<file path="src/rtl/fetch_sequencer.sv">
// Instruction fetch sequencer: steps FETCH -> LOAD -> DECODE -> EXECUTE, owns the
// program counter and retired count, and parks in HALT or FAULT until reset.
module fetch_sequencer #(
  parameter int                    DATA_WIDTH  = 32,
  parameter int                    ADDR_WIDTH  = 32,
  parameter logic [ADDR_WIDTH-1:0] RESET_PC    = '0,
  parameter logic [ADDR_WIDTH-1:0] PC_STEP     = ADDR_WIDTH'(4),
  parameter logic [5:0]            HALT_OPCODE = 6'h3F,
  parameter int                    TIMEOUT     = 15
) (
  input  logic                  clk,
  input  logic                  reset,
  input  logic                  start,
  input  logic                  mem_ready,
  input  logic [DATA_WIDTH-1:0] instruction,
  input  logic                  exec_done,
  input  logic                  branch_taken,
  input  logic [ADDR_WIDTH-1:0] branch_target,
  output logic                  mem_req,
  output logic [ADDR_WIDTH-1:0] mem_addr,
  output logic                  ir_load,
  output logic                  exec_start,
  output logic [ADDR_WIDTH-1:0] pc,
  output logic [2:0]            state,
  output logic                  halted,
  output logic                  fault,
  output logic [15:0]           retired
);

  typedef enum logic [2:0] {
    IDLE    = 3'd0,
    FETCH   = 3'd1,
    LOAD    = 3'd2,
    DECODE  = 3'd3,
    EXECUTE = 3'd4,
    HALT    = 3'd5,
    FAULT   = 3'd6
  } state_e;

  localparam int                WAIT_W    = (TIMEOUT > 1) ? $clog2(TIMEOUT) : 1;
  localparam logic [WAIT_W-1:0] WAIT_LAST = WAIT_W'(TIMEOUT - 1);

  state_e                  state_q, state_d;
  logic [ADDR_WIDTH-1:0]   pc_q, pc_d;
  logic [WAIT_W-1:0]       wait_q, wait_d;
  logic [15:0]             retired_q, retired_d;

  logic [5:0] opcode;
  logic       is_halt;
  logic       unused_ir_bits;

  assign opcode  = instruction[DATA_WIDTH-1 -: 6];
  assign is_halt = (opcode == HALT_OPCODE);
  // Only the opcode field matters here; the operand bits belong to the execute stage.
  assign unused_ir_bits = ^instruction[DATA_WIDTH-7:0];

  // NOTE: reset is in the sensitivity list so it acts without a clock edge, and every
  // flop uses <= so all of them update from the same pre-edge values.
  always_ff @(posedge clk or negedge reset) begin
    if (!reset) begin
      state_q   <= IDLE;
      pc_q      <= RESET_PC;
      wait_q    <= '0;
      retired_q <= '0;
    end else begin
      state_q   <= state_d;
      pc_q      <= pc_d;
      wait_q    <= wait_d;
      retired_q <= retired_d;
    end
  end

  // NOTE: every variable gets a hold-value default first so no path infers a latch.
  always_comb begin
    state_d   = state_q;
    pc_d      = pc_q;
    wait_d    = wait_q;
    retired_d = retired_q;
    unique case (state_q)
      IDLE: if (start) state_d = FETCH;
      FETCH: begin
        if (mem_ready) begin
          state_d = LOAD;
          wait_d  = '0;
        end else if (wait_q == WAIT_LAST) begin
          state_d = FAULT;
        end else begin
          wait_d = wait_q + WAIT_W'(1);
        end
      end
      LOAD:   state_d = DECODE;
      DECODE: state_d = is_halt ? HALT : EXECUTE;
      EXECUTE: begin
        // exec_done only counts from EXECUTE, so a done seen during DECODE is ignored.
        if (exec_done) begin
          pc_d      = branch_taken ? branch_target : pc_q + PC_STEP;
          retired_d = retired_q + 16'd1;
          state_d   = FETCH;
        end
      end
      default: state_d = state_q;
    endcase
  end

  always_comb begin
    mem_req    = (state_q == FETCH);
    ir_load    = (state_q == LOAD);
    exec_start = (state_q == DECODE) && !is_halt;
    halted     = (state_q == HALT);
    fault      = (state_q == FAULT);
    mem_addr   = pc_q;
    pc         = pc_q;
    state      = state_q;
    retired    = retired_q;
  end

endmodule

</file>
<file path="config.mk">
export PLATFORM = sky130hd
export DESIGN_NAME = fetch_sequencer
export DESIGN_NICKNAME = d
export VERILOG_FILES = /design/src/rtl/fetch_sequencer.sv
export SDC_FILE = /design/constraint.sdc
export NUM_CORES = 1
export LEC_CHECK = 0
export CAP_MARGIN = 40
export CORE_MARGIN = 2
export CORE_UTILIZATION = 39
export CTS_CLUSTER_DIAMETER = 100
export CTS_CLUSTER_SIZE = 20
export DETAILED_ROUTE_END_ITERATION = 12
export GPL_ROUTABILITY_DRIVEN = 0
export GPL_TIMING_DRIVEN = 0
export PLACE_DENSITY = 0.76
export SLEW_MARGIN = 20
export SYNTH_ARGS = -nofsm -noshare
export SYNTH_HDL_FRONTEND = slang
export SYNTH_SLANG_ARGS = --single-unit
</file>
<file path="constraint.sdc">
create_clock -name clk -period 2.41 [get_ports clk]
set_input_delay 0.482 -clock clk [delete_from_list [all_inputs] [get_ports clk]]
set_output_delay 0.482 -clock clk [all_outputs]
set_load 0.005 [all_outputs]
</file>
### Word level (Yosys, flattened, before mapping)

Index checks and enable logic that the tools add are counted.

* mux-type cells: 9
* add/sub/neg operators: 3
* equality and inequality tests: 12
* reduce and logical (&&, ||, !) cells: 7

Operator list (count)
* adder 32 x 3 -> 32 bit, second input constant: 1
* two-way mux 32 bit: 1
* adder 16 x 1 -> 16 bit, second input constant: 1
* case mux 3 bit (5 select lines): 1
* two-way mux 3 bit: 4
* == test 3 bit, second input constant: 3
* two-way mux 4 bit: 2
* == test 3 x 2 -> 1 bit, second input constant: 2
* == test 6 bit, second input constant: 1
* inequality test 2 bit, second input constant: 3
* nonzero test 5 bit: 1
* adder 4 x 1 -> 4 bit, second input constant: 1
* == test 4 bit, second input constant: 1
* AND reduction 2 bit: 2
* AND reduction 4 bit: 1
* == test 3 x 1 -> 1 bit, second input constant: 1
* zero test 3 bit: 1
* inequality test 3 x 2 -> 1 bit, second input constant: 1
* logical AND 1 bit: 1
* zero test 1 bit: 1
* two-way mux 1 bit: 1

* register bits: 55
* output and inout bits: 88

### Logic depth before layout (Yosys ltp)

Gate-level depths: netlist of run 1.

* depth after elaboration: 4
* mapped depth: 8
* mapped depth without buffers: 7

### Worst setup path after synthesis of run 1

OpenSTA, ideal clock, no wires.

* path type: flip-flop to flip-flop
* start: register pc_q[2], in the netlist mem_addr[2]
* end: register pc_q[24], in the netlist mem_addr[24]
* path slack: 470 ps
* cell stages (with the launch flop): 7
* arrival: 1841 ps
* cells stage by stage: dfrtp_1 -> ha_1 -> nand3_1 -> or4_4 -> nor2_2 -> a311oi_1 -> a311oi_1

* cells in the longest elaborated chain, start to end: 2

Ends and longest elaborated chain
* from (decl): line 44 `logic [ADDR_WIDTH-1:0] pc_q, pc_d;`
* from (signal assigned): line 67 `pc_q <= pc_d;`
* adder 32 x 3 -> 32 bit: line 96 `pc_d = branch_taken ? branch_target : pc_q + PC_STEP;`
* two-way mux 32 bit: line 96

No other way between the ends.
A chain may end at the register's enable or synchronous reset.

### Worst setup path after layout of run 1

* start: register state_q[1], in the netlist state[1]
* end: output port mem_req

* cells in the longest elaborated chain, start to end: 1

Ends and longest elaborated chain
* from (decl): line 43 `state_e state_q, state_d;`
* from (signal assigned): line 66 `state_q <= state_d;`
* == test 3 x 1 -> 1 bit: line 106 `mem_req = (state_q == FETCH);`
* to (decl): line 19 `output logic mem_req,`

No other way between the ends.

==> flow_summary.json, run 1 <==
{
  "synthArstFlopShare": 1.00,
  "total_leakage_power_uw": 0.00202,
  "core_area_mm2": 0.00868,
  "synth_edf_count": 0,
  "rsz0062_at_grt": "no",
  "worst_setup_path_start_kind": "flop",
  "power_frac_seq": 0.370,
  "post_drt_wl_per_cell_um": 15.9,
  "syn_area_mm2": 0.00347,
  "final_hold_viol_count": 0,
  "worstSetupEndpointType": "primary output",
  "num_vias": 3546,
  "detail_route.drc_violations": 0,
  "antenna_cells": 0,
  "drv_cap": 0,
  "worst_slack_ns": 0.0936,
  "drt_iter0_drc": 166,
  "antenna_left": 0,
  "place_area_mm2": 0.00491,
  "required_ns": 1.93,
  "via_per_inst": 5.47,
  "num_io_pins": 158,
  "final_nets": 613,
  "dp_hpwl_um": 7620,
  "cts-root-buf": "clkbuf_8",
  "synth_top_flop_cell": "dfrtp_1",
  "skew_ns": 0.00711,
  "p_sw_frac": 0.365,
  "wirelength_um": 10300,
  "stdcell_area_mm2": 0.00501,
  "ys_ff_latch": 55,
  "numCtsBuffers": 5,
  "fin_crit_sh": 0.961,
  "htreeDepth": 2,
  "clock_latency_ns": 0.31,
  "synthCells": 402,
  "ys_types": 52,
  "die_w_um": 98.4,
  "crit_arrival_ns": 1.83,
  "grt.total_usage": 0.208,
  "setup_viol": 0,
  "cp_max_fo": 10,
  "cts_max_path_buffers": 2,
  "first_pass_iters": 5,
  "final_common_cell": "clkdlybuf4s50_1",
  "grt_pass1_vias": 3359,
  "synth_seq_area_share": 0.396,
  "hold_path.class": "input port to asynchronous set/reset pin",
  "grt_pass1_wl_um": 16600,
  "ff2ff_path_depth": 6,
  "layout_common_cells": "clkdlybuf4s50_1, dfrtp_1, nand2_1",
  "rows": 34,
  "dp_slack_ns": -0.299,
  "relSlewSlack": 0.460,
  "worstSetupPathType": "flop to primary output",
  "grt.overflow.total": 0,
  "crit_path_start": "state[1]",
  "ir_drop_mv": 0.520,
  "die-area_mm2": 0.00968,
  "holdWs_ns": 0.200,
  "r2r_end": "mem_addr[24]",
  "io_buffers": 130,
  "crit_end": "mem_req",
  "outcome": "finished clean",
  "p_clk_frac": 0.125,
  "grt_antenna_before_repair": 0,
  "pwr-share-comb": 0.505,
  "worstMarginPinSlew_ns": 0.802,
  "syn2layout_area_growth_pct": 44.1,
  "syn-num-nets": 476,
  "final_layout_size_suffix_gt1_frac": 0.113,
  "synthesis.area_per_instance_um2": 8.64,
  "fp.dieH_um": 98.4,
  "regToRegSetupSlack_ns": 0.20,
  "layout_min_cycle_time_ns": 2.32,
  "cts_tree": "done",
  "reg2reg_from": "mem_addr[2]",
  "power_density_mw_per_mm2": 869,
  "num-fill-cells": 792,
  "p_int_uw": 2760,
  "grt_max_degree": 56,
  "drv_slew": 0,
  "fmaxAchievable_ghz": 0.432,
  "yosys_warnings": 0,
  "p_sw_uw": 1590,
  "start_util": 0.400,
  "cts.clk_slew.worst_paths_ns": 0.11,
  "clock_sinks": 55
}
critical path, stage by stage, from the launching register on:
cell and delay [ns]:
dfrtp_1 0.41, clkbuf_1 0.20, nand2b_1 0.25, inv_2 0.14
clkdlybuf4s50_1 0.51
repair_timing:
action                                  in CTS  in global routing
cloned                                       0                  0
endpoints found under the hold margin        0                  0
hold buffers                                 0                  0
resized for setup                            1                  4
endpoints found under the setup margin       1                  6
buffers inserted                             0                  0
metrics by stage:
stage	std cells	TNS [ns]	power, uW	util
finish	648	0	4350	0.577
global route	648	0	4680	0.577
CTS	648	0	4370	0.576
detailed placement	640	-3.18	3820	0.565
global placement	640	-50.63	3750	0.566
floorplan	402	0	2540	-
power groups by stage:
| stage | sequential, uW | clock [uW] | combinational, uW |
|---|---|---|---|
| 6_report | 1610 | 544 | 2200 |
| 5_1_grt | 1680 | 590 | 2410 |
| 4_1_cts | 1610 | 553 | 2210 |
| 3_5_place_dp | 1620 | 0 | 2200 |
| 3_3_place_gp | 1600 | 0 | 2150 |
| 2_1_floorplan | 1540 | 0 | 999 |
flip-flops by register name, summed over array words and instances, names as in the netlist:
name / count
wait_q: 4
retired: 16
mem_addr: 32
state: 3
layout make-up:
type                       count  area, um2  share of cell area
tap                          108        135              0.0270
clock inverter                 3       23.8             0.00475
sequential                    55       1380               0.275
multi-input combinational    289       1760               0.351
clock buffer                   5       68.8              0.0137
timing repair buffer         130       1300               0.259
inverter                       4       15.0             0.00300
buffer                        54        330              0.0660
per-layer routing:
layer  GRT usage  wire [um]
met4      0.0548        151
met1       0.289       4310
met5           0          0
met3      0.0344        795
met2       0.338       5030
synthesized netlist by cell type, drive strengths merged, types with 2 or more instances:
library cell,n,area share
and3,10,0.018
nor3b,3,0.0065
o22ai,2,0.0036
nor2b,7,0.013
nand2b,6,0.011
o31ai,2,0.0043
ha,4,0.014
nor4bb,2,0.0058
a31o,2,0.0050
buf,38,0.077
a22oi,3,0.0065
or4,5,0.013
a31oi,5,0.0090
nand3,31,0.045
and4,4,0.010
nor2,27,0.030
a311oi,3,0.0076
xor2,5,0.013
nand4,13,0.025
nor4,9,0.022
o21ai,25,0.036
dfrtp,55,0.40
clkbuf,16,0.017
a21oi,25,0.036
a22o,2,0.0050
a211oi,4,0.0086
inv,4,0.0043
nor3,17,0.024
mux2,2,0.0065
xnor2,10,0.025
nand3b,6,0.013
mux2i,7,0.020
nand2,36,0.039
worst min path at each step:
stage | from | endpoint | slack, ns | cells past startpoint
detailed placement | retired[15] | retired[15] | 0.48 | 1
floorplan | reset | mem_addr[0] | 0.19 | 0
global placement | retired[15] | retired[15] | 0.46 | 1
global route | reset | retired[14] | 0.27 | 1
CTS | reset | retired[15] | 0.24 | 1
finish | reset | retired[15] | 0.20 | 1
cell families after synthesis:
group,Yosys count,synth area share
AO/OA/AOI/OAI,81,0.142
XOR/XNOR,15,0.0378
adder cells (fa/ha/maj),4,0.0144
buffers and inverters,58,0.0991
flip-flops,55,0.396
multiplexers,9,0.0267
AND/OR/NAND/NOR,180,0.284
Power figures use the tool's default switching activity.
==> run 2, diff against run 1 <==
PLACE_DENSITY = not set   (was 0.76)
PLACE_DENSITY_LB_ADDON = 0.1   (was not set)
==> flow_summary.json, run 2 (synthesis gave the netlist of run 1 again) <==
{
  "ff2ff_path_depth": 6,
  "start_util": 0.400,
  "layout_min_cycle_time_ns": 2.29,
  "antenna_left": 0,
  "via_per_inst": 5.48,
  "hold_path.class": "input port to asynchronous set/reset pin",
  "cp_max_fo": 9,
  "worstPathCellList": "buf_2, nor2b_2, nand2b_1, inv_2, clkdlybuf4s50_1",
  "required_ns": 1.93,
  "power_density_mw_per_mm2": 865,
  "core_area_mm2": 0.00868,
  "cp_top_family": "buffers and inverters",
  "post_drt_wl_per_cell_um": 15.7,
  "clock_sinks": 55,
  "stdcell_area_mm2": 0.00506,
  "grt.overflow.total": 0,
  "num_vias": 3567,
  "fin_crit_sh": 0.950,
  "post_cts_buffers": 0,
  "cts.clk_slew.worst_paths_ns": 0.11,
  "io_buffers": 130,
  "use_met2": 0.344,
  "place_area_mm2": 0.00493,
  "grt_antenna_before_repair": 0,
  "num-fill-cells": 813,
  "num_io_pins": 158,
  "worst_slack_ns": 0.121,
  "dp_slack_ns": -0.397,
  "clock_latency_ns": 0.32,
  "ir_drop_mv": 0.526,
  "antenna_cells": 0,
  "cts-root-buf": "clkbuf_8",
  "grt.total_usage": 0.211,
  "cts_tree": "done",
  "rows": 34,
  "final_layout_size_suffix_gt1_frac": 0.118,
  "die-area_mm2": 0.00968,
  "busiest_layer": "met2",
  "regToRegSetupSlack_ns": 0.23,
  "detail_route.drc_violations": 0,
  "worstSetupEndpointType": "primary output",
  "drv_slew": 0,
  "path_buf_inv": 3,
  "worstMarginPinSlew_ns": 0.634,
  "drt_iter0_drc": 135,
  "rsz0062_at_grt": "no",
  "drv_cap": 0,
  "syn2layout_area_growth_pct": 45.6,
  "critPathMaxStageDelay_ns": 0.51,
  "grt_pass1_wl_um": 16800,
  "htreeDepth": 2,
  "outcome": "finished clean",
  "first_pass_iters": 5,
  "dp_hpwl_um": 7390,
  "fp.dieH_um": 98.4,
  "final_common_cell": "clkdlybuf4s50_1",
  "relSlewSlack": 0.574,
  "total_leakage_power_uw": 0.00206,
  "use_met1": 0.296,
  "final_hold_viol_count": 0,
  "crit_arrival_ns": 1.81,
  "worst_setup_path_start_kind": "flop",
  "numCtsBuffers": 5,
  "r2r_end": "mem_addr[24]",
  "largest_reg_flops": 32,
  "wirelength_um": 10200,
  "reg2reg_from": "mem_addr[2]",
  "worstSetupPathType": "flop to primary output",
  "die_w_um": 98.4,
  "skew_ns": 0.00804,
  "grt_max_degree": 55,
  "slowest_stage": "clkdlybuf4s50_1",
  "layout_common_cells": "clkdlybuf4s50_1, dfrtp_1, nand2_1",
  "cts_max_path_buffers": 2,
  "holdWs_ns": 0.479,
  "final_nets": 616,
  "grt_pass1_vias": 3434,
  "setup_viol": 0,
  "use_met3": 0.0358,
  "fmaxAchievable_ghz": 0.437
}
run 2: worst max path at each step:
stage	from	to	slack, ns	depth (start not counted)
floorplan	mem_addr[2]	mem_addr[24]	0.47	6
global placement	reset	mem_addr[27]	-0.99	1
detailed placement	exec_done	mem_addr[12]	-0.40	7
CTS	state[2]	mem_req	0.06	5
global route	state[0]	mem_req	0.009	4
finish	state[2]	mem_req	0.12	5
run 2: per-stage QoR:
step / util / cells / total power (uW) / setup TNS, ns
4_1_cts: 0.581 / 650 / 4410 / 0
3_3_place_gp: 0.566 / 640 / 3760 / -61.33
5_1_grt: 0.583 / 651 / 4680 / 0
6_report: 0.583 / 651 / 4380 / 0
3_5_place_dp: 0.569 / 641 / 3800 / -6.09
2_1_floorplan: - / 402 / 2540 / 0
run 2: metal layers:
metal	up-vias	part of all wire
li1	1717	-
met1	1693	0.45
met2	149	0.47
met3	8	0.076
met4	0	0.011
met5	-	0
run 2: area by class of cell:
| cell class | count | area [um2] | share of cell area |
|---|---|---|---|
| clock buffer | 5 | 68.8 | 0.0136 |
| multi-input combinational | 289 | 1760 | 0.347 |
| timing repair buffer | 133 | 1340 | 0.265 |
| inverter | 4 | 15.0 | 0.00297 |
| tap | 108 | 135 | 0.0267 |
| clock inverter | 3 | 31.3 | 0.00619 |
| buffer | 54 | 333 | 0.0658 |
| sequential | 55 | 1380 | 0.272 |
run 2: power breakdown:
| group | switching [uW] | internal, uW |
|---|---|---|
| clock | 355 | 222 |
| sequential | 424 | 1190 |
| combinational | 816 | 1370 |
run 2: worst register-to-register path, delay by kind of cell, from the launching register on:
| family | cells | cell delay (ns) |
|---|---|---|
| AND/OR/NAND/NOR | 3 | 0.96 |
| flip-flops | 1 | 0.46 |
| AO/OA/AOI/OAI | 2 | 0.36 |
| adder cells (fa/ha/maj) | 1 | 0.33 |
run 2: what timing repair did:
item / CTS / global route
resized for setup: 2 / 4
endpoints found under the setup margin: 2 / 9
hold buffers: 1 / 0
pin swaps: 0 / 0
hold endpoints to repair: 1 / 0
==> run 3, diff against run 2 <==
CELL_PAD_IN_SITES_DETAIL_PLACEMENT = 0   (was not set)
CELL_PAD_IN_SITES_GLOBAL_PLACEMENT = 1   (was not set)
CORE_UTILIZATION = 30   (was 39)
==> flow_summary.json, run 3 (synthesis gave the netlist of run 1 again) <==
{
  "r2r_end": "mem_addr[29]",
  "power_density_mw_per_mm2": 891,
  "die_w_um": 112,
  "required_ns": 1.93,
  "via_per_inst": 5.15,
  "num-fill-cells": 1148,
  "grt_pass1_vias": 3536,
  "drv_cap": 0,
  "whs_path_depth": 1,
  "largest_reg_flops": 32,
  "start_util": 0.305,
  "holdPathEnd": "retired[15]",
  "grt_pass1_wl_um": 18500,
  "dp_hpwl_um": 8240,
  "num_io_pins": 158,
  "skew_ns": 0.00758,
  "worstSetupPathType": "flop to primary output",
  "first_pass_iters": 4,
  "cts.clk_slew.worst_paths_ns": 0.08,
  "htreeDepth": 2,
  "final_layout_size_suffix_gt1_frac": 0.120,
  "wirelength_um": 11400,
  "dp_slack_ns": -0.412,
  "p_int_uw": 2950,
  "layout_min_cycle_time_ns": 2.28,
  "clock_sinks": 55,
  "grt.total_usage": 0.183,
  "post_drt_wl_per_cell_um": 16.6,
  "antenna_left": 0,
  "antenna_cells": 0,
  "hold_path.class": "flop to flop",
  "worst_setup_path_start_kind": "flop",
  "cts_max_path_buffers": 2,
  "worstPathCellList": "clkbuf_1, nand2b_1, inv_2, clkdlybuf4s50_1",
  "critPathMaxStageDelay_ns": 0.51,
  "outcome": "finished clean",
  "fp.dieH_um": 112,
  "crit_path_start": "state[1]",
  "fmaxAchievable_ghz": 0.439,
  "stdcell_area_mm2": 0.00516,
  "rows": 39,
  "grt_max_degree": 49,
  "multi_input_area_mm2": 0.00176,
  "final_nets": 616,
  "place_area_mm2": 0.00498,
  "reg2reg_from": "mem_addr[9]",
  "drv_slew": 0,
  "p_sw_frac": 0.357,
  "core_area_mm2": 0.0114,
  "dpl.cell_count": 676,
  "final_hold_viol_count": 0,
  "rsz0062_at_grt": "no",
  "relSlewSlack": 0.565,
  "worstMarginPinSlew_ns": 0.653,
  "clock_latency_ns": 0.30,
  "numCtsBuffers": 5,
  "detail_route.drc_violations": 0,
  "cp_top_family": "buffers and inverters",
  "total_leakage_power_uw": 0.00207,
  "regToRegSetupSlack_ns": 0.25,
  "fin_crit_sh": 0.946,
  "syn2layout_area_growth_pct": 48.5,
  "ir_drop_mv": 0.386,
  "power_frac_seq": 0.352,
  "instances_no_fill": 686,
  "crit_arrival_ns": 1.80,
  "layout_common_cells": "clkdlybuf4s50_1, dfrtp_1, nand2_1",
  "cts_tree": "done",
  "min-delay-start": "retired[15]",
  "die-area_mm2": 0.0125,
  "worst_slack_ns": 0.131,
  "cp_max_fo": 10,
  "cts-root-buf": "clkbuf_16",
  "final_common_cell": "clkdlybuf4s50_1",
  "setup_viol": 0,
  "io_buffers": 130,
  "num_vias": 3534,
  "power_uw": 4590,
  "path_buf_inv": 3,
  "ff2ff_path_depth": 5,
  "p_clk_frac": 0.166,
  "grt.overflow.total": 0,
  "p_sw_uw": 1640,
  "pwr-share-comb": 0.483,
  "worstSetupEndpointType": "primary output",
  "seq_area_mm2": 0.00138,
  "slowest_stage": "clkdlybuf4s50_1",
  "grt_antenna_before_repair": 0,
  "drt_iter0_drc": 121
}
## run 3: changes by cell type in the layout (fill, tap and decap cells not counted), sizes merged
cell	before	now
inv	6	4
clkinv	1	2
clkbuf	22	23
clkinvlp	0	1
buf	40	39
## run 3: layout make-up
cell class,count,area share
Multi-Input combinational cell,289,0.342
Timing Repair Buffer,133,0.260
Clock inverter,3,0.00485
Sequential cell,55,0.267
Inverter,4,0.00291
Buffer,54,0.0648
Clock buffer,5,0.0243
Tap cell,143,0.0347
## run 3: through the flow
stage          utilization  TNS [ns]  hold slack [ns]
2_1_floorplan            -         0            0.186
3_3_place_gp         0.436    -65.08            0.454
3_5_place_dp         0.438     -6.61            0.322
4_1_cts              0.451         0         0.000605
5_1_grt              0.454         0            0.490
6_report             0.454         0            0.465
## run 3: power by group through the flow
stage	sequential, uW	combinational, uW	clock, uW
2_1_floorplan	1540	999	0
3_3_place_gp	1620	2200	0
3_5_place_dp	1630	2220	0
4_1_cts	1620	2230	781
5_1_grt	1680	2440	824
6_report	1620	2220	762
## run 3: repair_timing
item	in CTS	in global routing
hold buffers	0	1
endpoints found under the setup margin	3	9
setup buffers	0	0
pin swaps	0	0
gates resized for setup	2	6
endpoints found under the hold margin	0	7
## run 3: how the worst max path moves through the flow
stage / end / slack, ns / cells after the start
after floorplan: mem_addr[24] / 0.47 / 6
after global placement: mem_addr[4] / -1.09 / 1
after detailed placement: mem_addr[12] / -0.41 / 7
after CTS: mem_req / 0.06 / 5
after global routing: mem_req / 0.002 / 5
final: mem_req / 0.13 / 4
## run 3: per-layer routing
layer	vias up	track usage	wire length [um]
met5	-	0	0
li1	1719	-	-
met3	12	0.0267	594
met1	1696	0.253	5390
met4	0	0.0436	146
met2	107	0.304	5250
